<file path="config.mk">
export PLATFORM = sky130hd
export DESIGN_NAME = ram_pattern_tester
export DESIGN_NICKNAME = d
export VERILOG_FILES = /design/src/rtl/ram_pattern_tester.sv
export SDC_FILE = /design/constraint.sdc
export NUM_CORES = 1
export LEC_CHECK = 0
export BUFFER_PORTS_ARGS = -buffer_cell sky130_fd_sc_hd__buf_2
export CORE_UTILIZATION = 51
export CTS_CLUSTER_SIZE = 28
export DETAILED_ROUTE_END_ITERATION = 7
export HOLD_SLACK_MARGIN = 0.1
export PLACE_DENSITY = 0.7
export SETUP_SLACK_MARGIN = 0.4
export SLEW_MARGIN = 20
export SYNTH_ARGS = -nofsm -noshare
export SYNTH_HDL_FRONTEND = slang
export SYNTH_SLANG_ARGS = --single-unit
</file>
<file path="constraint.sdc">
create_clock -name clk -period 7.2 [get_ports clk]
set_clock_uncertainty 0.2 [all_clocks]
set_input_delay 1.44 -clock clk [delete_from_list [all_inputs] [get_ports clk]]
set_output_delay 1.44 -clock clk [all_outputs]
set_load 0.05 [all_outputs]
</file>
<file path="src/rtl/ram_pattern_tester.sv">
// ram_pattern_tester
// Self-test sequencer for a single-port synchronous RAM with one-cycle read
// latency. On an accepted start it writes an address-derived pattern to
// every entry, reads everything back and compares, then repeats the fill and
// check with the inverted pattern. While busy is high this block owns the
// RAM port.
//
// Ports
//   clk, rst         : clock, synchronous active-high reset
//   start            : begin a test (accepted only when idle or done)
//   busy             : test in progress
//   done             : test finished, held until the next accepted start
//   pass             : valid while done; 1 when no mismatch was seen
//   error_count      : mismatched words, saturating
//   fail_valid       : at least one mismatch recorded this test
//   first_fail_addr  : address of the first mismatch
//   ram_address, ram_write_data, ram_write_en : RAM request side
//   ram_read_data    : RAM data for the address of the previous cycle
module ram_pattern_tester #(
    parameter int              SIZE  = 8,
    parameter int              DEPTH = 256,
    parameter logic [SIZE-1:0] SEED  = 8'hA5,
    parameter int              ERR_W = 16,
    localparam int             AW    = $clog2(DEPTH)
) (
    input  logic             clk,
    input  logic             rst,
    input  logic             start,
    output logic             busy,
    output logic             done,
    output logic             pass,
    output logic [ERR_W-1:0] error_count,
    output logic             fail_valid,
    output logic [AW-1:0]    first_fail_addr,
    output logic [AW-1:0]    ram_address,
    output logic [SIZE-1:0]  ram_write_data,
    output logic             ram_write_en,
    input  logic [SIZE-1:0]  ram_read_data
);

    typedef enum logic [2:0] {
        S_IDLE  = 3'd0,
        S_WRITE = 3'd1,
        S_READ  = 3'd2,
        S_DRAIN = 3'd3,
        S_DONE  = 3'd4
    } state_t;

    state_t            state_q, state_d;
    logic              phase_q, phase_d;
    logic [AW-1:0]     addr_q, addr_d;
    logic [SIZE-1:0]   wdata_q, wdata_d;
    logic              we_q, we_d;
    logic              busy_q, busy_d;
    logic              done_q, done_d;
    logic              pass_q, pass_d;
    logic [ERR_W-1:0]  err_q, err_d;
    logic              fv_q, fv_d;
    logic [AW-1:0]     ffa_q, ffa_d;
    logic              cmp_valid_q, cmp_valid_d;
    logic [AW-1:0]     cmp_addr_q, cmp_addr_d;
    logic [SIZE-1:0]   cmp_exp_q, cmp_exp_d;

    logic              last_addr;
    logic              accept;
    logic              mismatch;

    function automatic logic [SIZE-1:0] pattern(input logic [AW-1:0] a, input logic inv);
        logic [SIZE-1:0] p;
        p = SIZE'(a) + SEED;
        return inv ? ~p : p;
    endfunction

    assign last_addr = (addr_q == AW'(DEPTH - 1));
    assign accept    = start && (state_q == S_IDLE || state_q == S_DONE);
    // Read data in this cycle belongs to the address issued last cycle.
    assign mismatch  = cmp_valid_q && (ram_read_data != cmp_exp_q);

    // State register and all registered outputs
    always_ff @(posedge clk) begin
        if (rst) begin
            state_q     <= S_IDLE;
            phase_q     <= 1'b0;
            addr_q      <= '0;
            wdata_q     <= '0;
            we_q        <= 1'b0;
            busy_q      <= 1'b0;
            done_q      <= 1'b0;
            pass_q      <= 1'b0;
            err_q       <= '0;
            fv_q        <= 1'b0;
            ffa_q       <= '0;
            cmp_valid_q <= 1'b0;
            cmp_addr_q  <= '0;
            cmp_exp_q   <= '0;
        end else begin
            state_q     <= state_d;
            phase_q     <= phase_d;
            addr_q      <= addr_d;
            wdata_q     <= wdata_d;
            we_q        <= we_d;
            busy_q      <= busy_d;
            done_q      <= done_d;
            pass_q      <= pass_d;
            err_q       <= err_d;
            fv_q        <= fv_d;
            ffa_q       <= ffa_d;
            cmp_valid_q <= cmp_valid_d;
            cmp_addr_q  <= cmp_addr_d;
            cmp_exp_q   <= cmp_exp_d;
        end
    end

    // Next-state logic
    always_comb begin
        state_d = state_q;
        case (state_q)
            S_IDLE:  if (start) state_d = S_WRITE;
            S_WRITE: if (last_addr) state_d = S_READ;
            S_READ:  if (last_addr) state_d = S_DRAIN;
            S_DRAIN: state_d = phase_q ? S_DONE : S_WRITE;
            S_DONE:  if (start) state_d = S_WRITE;
            default: state_d = S_IDLE;
        endcase
    end

    // Output / datapath next values
    always_comb begin
        phase_d     = phase_q;
        if (accept)
            phase_d = 1'b0;
        else if (state_q == S_DRAIN)
            phase_d = 1'b1;

        // Address restarts at 0 on every phase change, so it never runs past DEPTH-1.
        if (state_d != state_q)
            addr_d = '0;
        else if (state_q == S_WRITE || state_q == S_READ)
            addr_d = addr_q + AW'(1);
        else
            addr_d = addr_q;

        we_d        = (state_d == S_WRITE);
        wdata_d     = (state_d == S_WRITE) ? pattern(addr_d, phase_d) : wdata_q;
        busy_d      = (state_d == S_WRITE) || (state_d == S_READ) || (state_d == S_DRAIN);
        done_d      = (state_d == S_DONE);

        cmp_valid_d = (state_q == S_READ);
        cmp_addr_d  = addr_q;
        cmp_exp_d   = pattern(addr_q, phase_q);

        err_d       = err_q;
        fv_d        = fv_q;
        ffa_d       = ffa_q;
        pass_d      = pass_q;
        if (accept) begin
            err_d  = '0;
            fv_d   = 1'b0;
            ffa_d  = '0;
            pass_d = 1'b0;
        end else begin
            if (mismatch) begin
                if (err_q != {ERR_W{1'b1}})
                    err_d = err_q + ERR_W'(1);
                if (!fv_q) begin
                    fv_d  = 1'b1;
                    ffa_d = cmp_addr_q;
                end
            end
            // The final compare lands in the pass-1 drain cycle, so use err_d.
            if (state_q == S_DRAIN && phase_q)
                pass_d = (err_d == '0);
        end
    end

    assign busy            = busy_q;
    assign done            = done_q;
    assign pass            = pass_q;
    assign error_count     = err_q;
    assign fail_valid      = fv_q;
    assign first_fail_addr = ffa_q;
    assign ram_address     = addr_q;
    assign ram_write_data  = wdata_q;
    assign ram_write_en    = we_q;

endmodule

</file>
**Word-level counts from Yosys, hierarchy flattened**

Index checks and enable logic that the tools add are counted.

- Bits in read-only memories: 0
- Bits in latches: 0
- Word-level logic and storage cells: 59
- Memories kept: 0
- Register bits after elaboration: 66
- Bits of input ports: 11
- Bits in writable memories: 0

- Divide/modulo/power cells: 0
- $mul: 0
- Add/sub/neg operators: 4
- Equality and inequality tests: 12
- Multiplexer cells: 14
- Reduce and logical (&&, ||, !) cells: 12
- $lt $le $gt $ge: 0
- Shifts and indexed selects: 0
- Bitwise operators: 3

Operator list:

| operator | count |
|---|---|
| 2-to-1 mux 16 bit | 3 |
| 2-to-1 mux 8 bit | 4 |
| adder 16 x 1 -> 16 bit, second input constant | 1 |
| adder 8 bit, second input constant | 2 |
| zero test 16 bit | 1 |
| inequality test 16 bit, second input constant | 1 |
| inverter 8 bit | 2 |
| equality test 3 x 2 -> 1 bit, second input constant | 4 |
| 2-to-1 mux 3 bit | 4 |
| case mux 3 bit (4 select lines) | 1 |
| adder 8 x 1 -> 8 bit, second input constant | 1 |
| equality test 8 bit, second input constant | 1 |
| inequality test 8 bit | 1 |
| equality test 3 x 1 -> 1 bit, second input constant | 2 |
| equality test 3 bit, second input constant | 2 |
| logical OR 1 bit | 4 |
| OR reduction 2 bit | 2 |
| logical AND 1 bit | 3 |
| zero test 3 bit | 1 |
| inequality test 3 bit | 1 |
| 2-to-1 mux 1 bit | 2 |
| AND reduction 2 bit | 1 |
| inverter 1 bit | 1 |

**Depth between registers and ports, before layout**

- Word-level depth: 8
- Mapped depth: 11
- Gate-level depth less buffers: 11

**Worst setup path before layout**

No wires, ideal clock.

- Path kind: input-to-reg
- Start: input ram_read_data[7]
- End: register pass_q, in the netlist pass
- Path slack: 3.816 ns
- Library setup time: 0.069 ns
- Stages on the path: 8
- Arrival time: 3.115 ns
- Path buffers: 1
- Required time: 6.931 ns
- Cell sequence: xor2_1 > nor4_2 > a21boi_1 > clkbuf_1 > a211oi_1 > a41oi_1 > or4b_1 > o21ai_1

- Longest elaborated chain between the ends: 5

Ends and longest elaborated chain:

| element | line | source |
|---|---|---|
| from (decl) | 38 | `input logic [SIZE-1:0] ram_read_data` |
| inequality test 8 bit | 77 | `assign mismatch = cmp_valid_q && (ram_read_data != cmp_exp_q);` |
| logical AND 1 bit | 77 |  |
| 2-to-1 mux 16 bit | 162 | `if (mismatch) begin` |
| 2-to-1 mux 16 bit | 156 | `if (accept) begin` |
| zero test 16 bit | 172 | `pass_d = (err_d == '0);` |
| to (signal assigned) | 104 | `pass_q <= pass_d;` |
| to (decl) | 56 | `logic pass_q, pass_d;` |

No other way between the ends. The select of a mux whose other input is x is not followed.
A chain may end at the register's enable or synchronous reset.

**Final worst setup path**

Same ends and word-level chain as after synthesis.

==> flow_summary.toml <==
[clock_tree]
post_cts_buffers = 0
cts_sinks = 66
root_buffer = "clkbuf_8"
cts_tree = "built"
cts_buffer_depth = 2
cts_made_buffers = 9
htreeDepth = 3
insertion_delay_ns = 0.34
hold_buffers = 0
path_clk_slew_ns = 0.08
ctsResizeCount = 0

[routing]
vias = 2778
routed_via_density = 5.436
dr.pass1.iters = 4
final_antenna_net_count = 0
drt_iter0_drc = 188
routedWlPerCell_um = 14.05
routed_wl_um = 7182
drcViolationCount = 0

[global_route]
antenna_found_initial = 0
grt_max_degree = 42
grt_use_total_pct = 22.18
grt_pass1_vias = 2515
grt_pass1_wl_um = 11440
overflow = 0

[yosys]
syn_area_per_cell_um2 = 8.555
synth-edff-count = 0
synth_cells = 388
ys_ff_latch = 66
yosysUniqueCellTypes = 49
syn_nets = 402
seq_area_frac_synth_pct = 39.80
ys_warn_count = 0
synth_flop_cell = "dfxtp_1"
syn_area_mm2 = 0.003319
async_flop_share_pct = 0

[worst_setup_path]
slowest_delay_ns = 0.56
r2r_start = "ram_address[0]"
crit_chain = "buf_2 > xor2_1 > nor4_2 > a21boi_1 > buf_4 > a211oi_1 > a41oi_1 > or4b_1 > o21ai_1"
critPathMaxFanout = 21
endpoint_kind = "flip-flop"
path_class = "input port to flip-flop"
crit_arrival_ns = 3.41
startpoint = "ram_read_data[7]"
reg2reg_to = "ram_write_data[6]"
worstRegToRegCells = 11
critPathRequiredTime_ns = 7.27
r2r_slack_ns = 4.20
slowest_stage = "or4b_1"
start_kind = "input port"

[timing]
fin_crit_ns = 3.335
setup_viol = 0
tightest_slew_ns = 0.9272
fin_ws_ns = 3.865
hold_viol = 0
rsz0062_at_grt = "no"
fmax_mhz = 299.8
fin_tns_setup_ns = 0
fin_crit_sh_pct = 46.32
final_max_slew_viol_count = 0
relSlewSlack_pct = 38.19

[min_path]
min_to = "first_fail_addr[1]"
min_path_cells = 2
hold_path.class = "flip-flop to flip-flop"
hold_start = "cmp_addr_q[1]"

[run_status]
status = "complete, no violations"

[final_layout]
post-route-util_pct = 60.17
fillers = 609
layout.cells.non_filler = 511
drive_gt1_share_pct = 17.97
final_net_count = 443
area_growth_syn_to_layout_pct = 14.44
diodes = 0

[power]
power.density_mw_per_mm2 = 201.0
p_leak_uw = 0.001518
peakVddDrop_v = 0.0001251

[floorplanning]
coreArea_mm2 = 0.006314
dieArea_mm2 = 0.006835
num_rows = 29
die_w_um = 82.68
io_pins = 56
start_util_pct = 52.58
dieHeight_um = 82.68

[placement]
gp_congestion = 0.8843
dp_slack_ns = 3.524
port_buffers = 55
place_inst = 495
dp.final_hpwl_um = 5010

[flow_run]
drv_cap = 0
==> worst max path at each step <==
| stage | end | cells past startpoint | slack, ns |
|---|---|---|---|
| after detailed placement | pass | 9 | 3.52 |
| after CTS | pass | 9 | 3.89 |
| after floorplan | pass | 8 | 3.82 |
| after global routing | pass | 9 | 3.77 |
| after global placement | pass | 9 | 3.61 |
| final | pass | 9 | 3.86 |
==> kinds of logic (layout without fill, tap and decap cells) <==
family                     after synthesis  in the layout  synth area share, %
buffers and inverters                   32             78                3.883
and+or+nand+nor                        164            164                25.18
muxes                                   14             14                4.222
DFF                                     66             66                39.80
adders and majority gates                3              3                1.131
xor gates and xnor gates                56             56                15.00
AOI/OAI and AO/OA                       53             53                10.78
==> power breakdown <==
part | leakage [uW] | internal (uW) | switching, uW
clock network | 0.000103 | 170 | 147
registers | 0.000536 | 373 | 6.60
logic | 0.000879 | 19.4 | 47.6
==> synthesized netlist by cell type, types with 3 or more instances <==
cell type   n  share of area [%]
a21oi_1    11                1.7
ha_1        3                1.1
nor2b_1    10                1.9
nand4_1    13                2.5
dfxtp_1    66                 40
xor2_1     23                6.1
nand3_1    11                1.7
nand2_1    25                2.8
nor3_1      9                1.4
and2_1      4               0.75
clkbuf_1   19                2.1
o21ai_1     5               0.75
and3_1      5               0.94
and4_1      6                1.6
a211oi_1   13                2.9
xnor2_1    32                8.4
nor2_1     60                6.8
o21ai_0     7                1.1
inv_1       6               0.68
buf_2       4               0.60
or3_1       3               0.57
mux2i_1    14                4.2
nand2b_1    4               0.75
==> per-stage QoR <==
stage                     area (um2)  power, uW  hold slack (ns)
after detailed placement        3592      455.0           0.2626
after floorplan                 3319      440.3           0.2406
after global routing            3799      791.9           0.2888
final                           3799      763.6           0.2732
after global placement          3592      454.2           0.2448
after CTS                       3795      771.3           0.2799
==> layout make-up <==
cell class	count	area [um2]	area share, %
clock buffers	10	137.6	3.623
multi-input cells	290	1873	49.31
flip-flops and latches	66	1321	34.78
inverters	6	22.52	0.5929
repair buffers	56	282.8	7.444
clock inverters	6	65.06	1.713
well taps	77	96.34	2.536
==> worst max-delay path, delay by kind of cell <==
family                 cells  cell delay, ns
buffers and inverters      2            0.31
AND/OR/NAND/NOR            2            0.95
XOR/XNOR                   1            0.15
AO/OA/AOI/OAI              4            0.55
==> registers in the layout, indices dropped and copies added, names as in the netlist, 3 cells and up <==
register and cells:
ram_write_data 8, ram_address 8, error_count 16, first_fail_addr 8, cmp_exp_q 8, state_q 3, cmp_addr_q 8
==> placed cells by master (no fill, tap or decap), types with 5 or more instances in the layout <==
cell      synthesis  final
nor2_1           60     60
dfxtp_1          66     66
a211oi_1         13     13
nand2_1          25     25
mux2i_1          14     14
buf_2             4     55
a21oi_1          11     11
and4_1            6      6
nand3_1          11     11
xnor2_1          32     32
inv_1             6      6
xor2_1           23     23
and3_1            5      5
clkbuf_8          0     10
nor3_1            9      9
nor2b_1          10     10
nand4_1          13     13
o21ai_0           7      7
==> layer usage <==
layer	global-route usage, %	part of all wire (%)	vias to the layer above
met1	28.35	47	1261
li1	-	-	1421
met2	35.41	46	87
met3	4.615	5.3	9
met5	0	0	-
met4	10.69	1.3	0
Note: power is estimated with default switching activity, not from simulation.
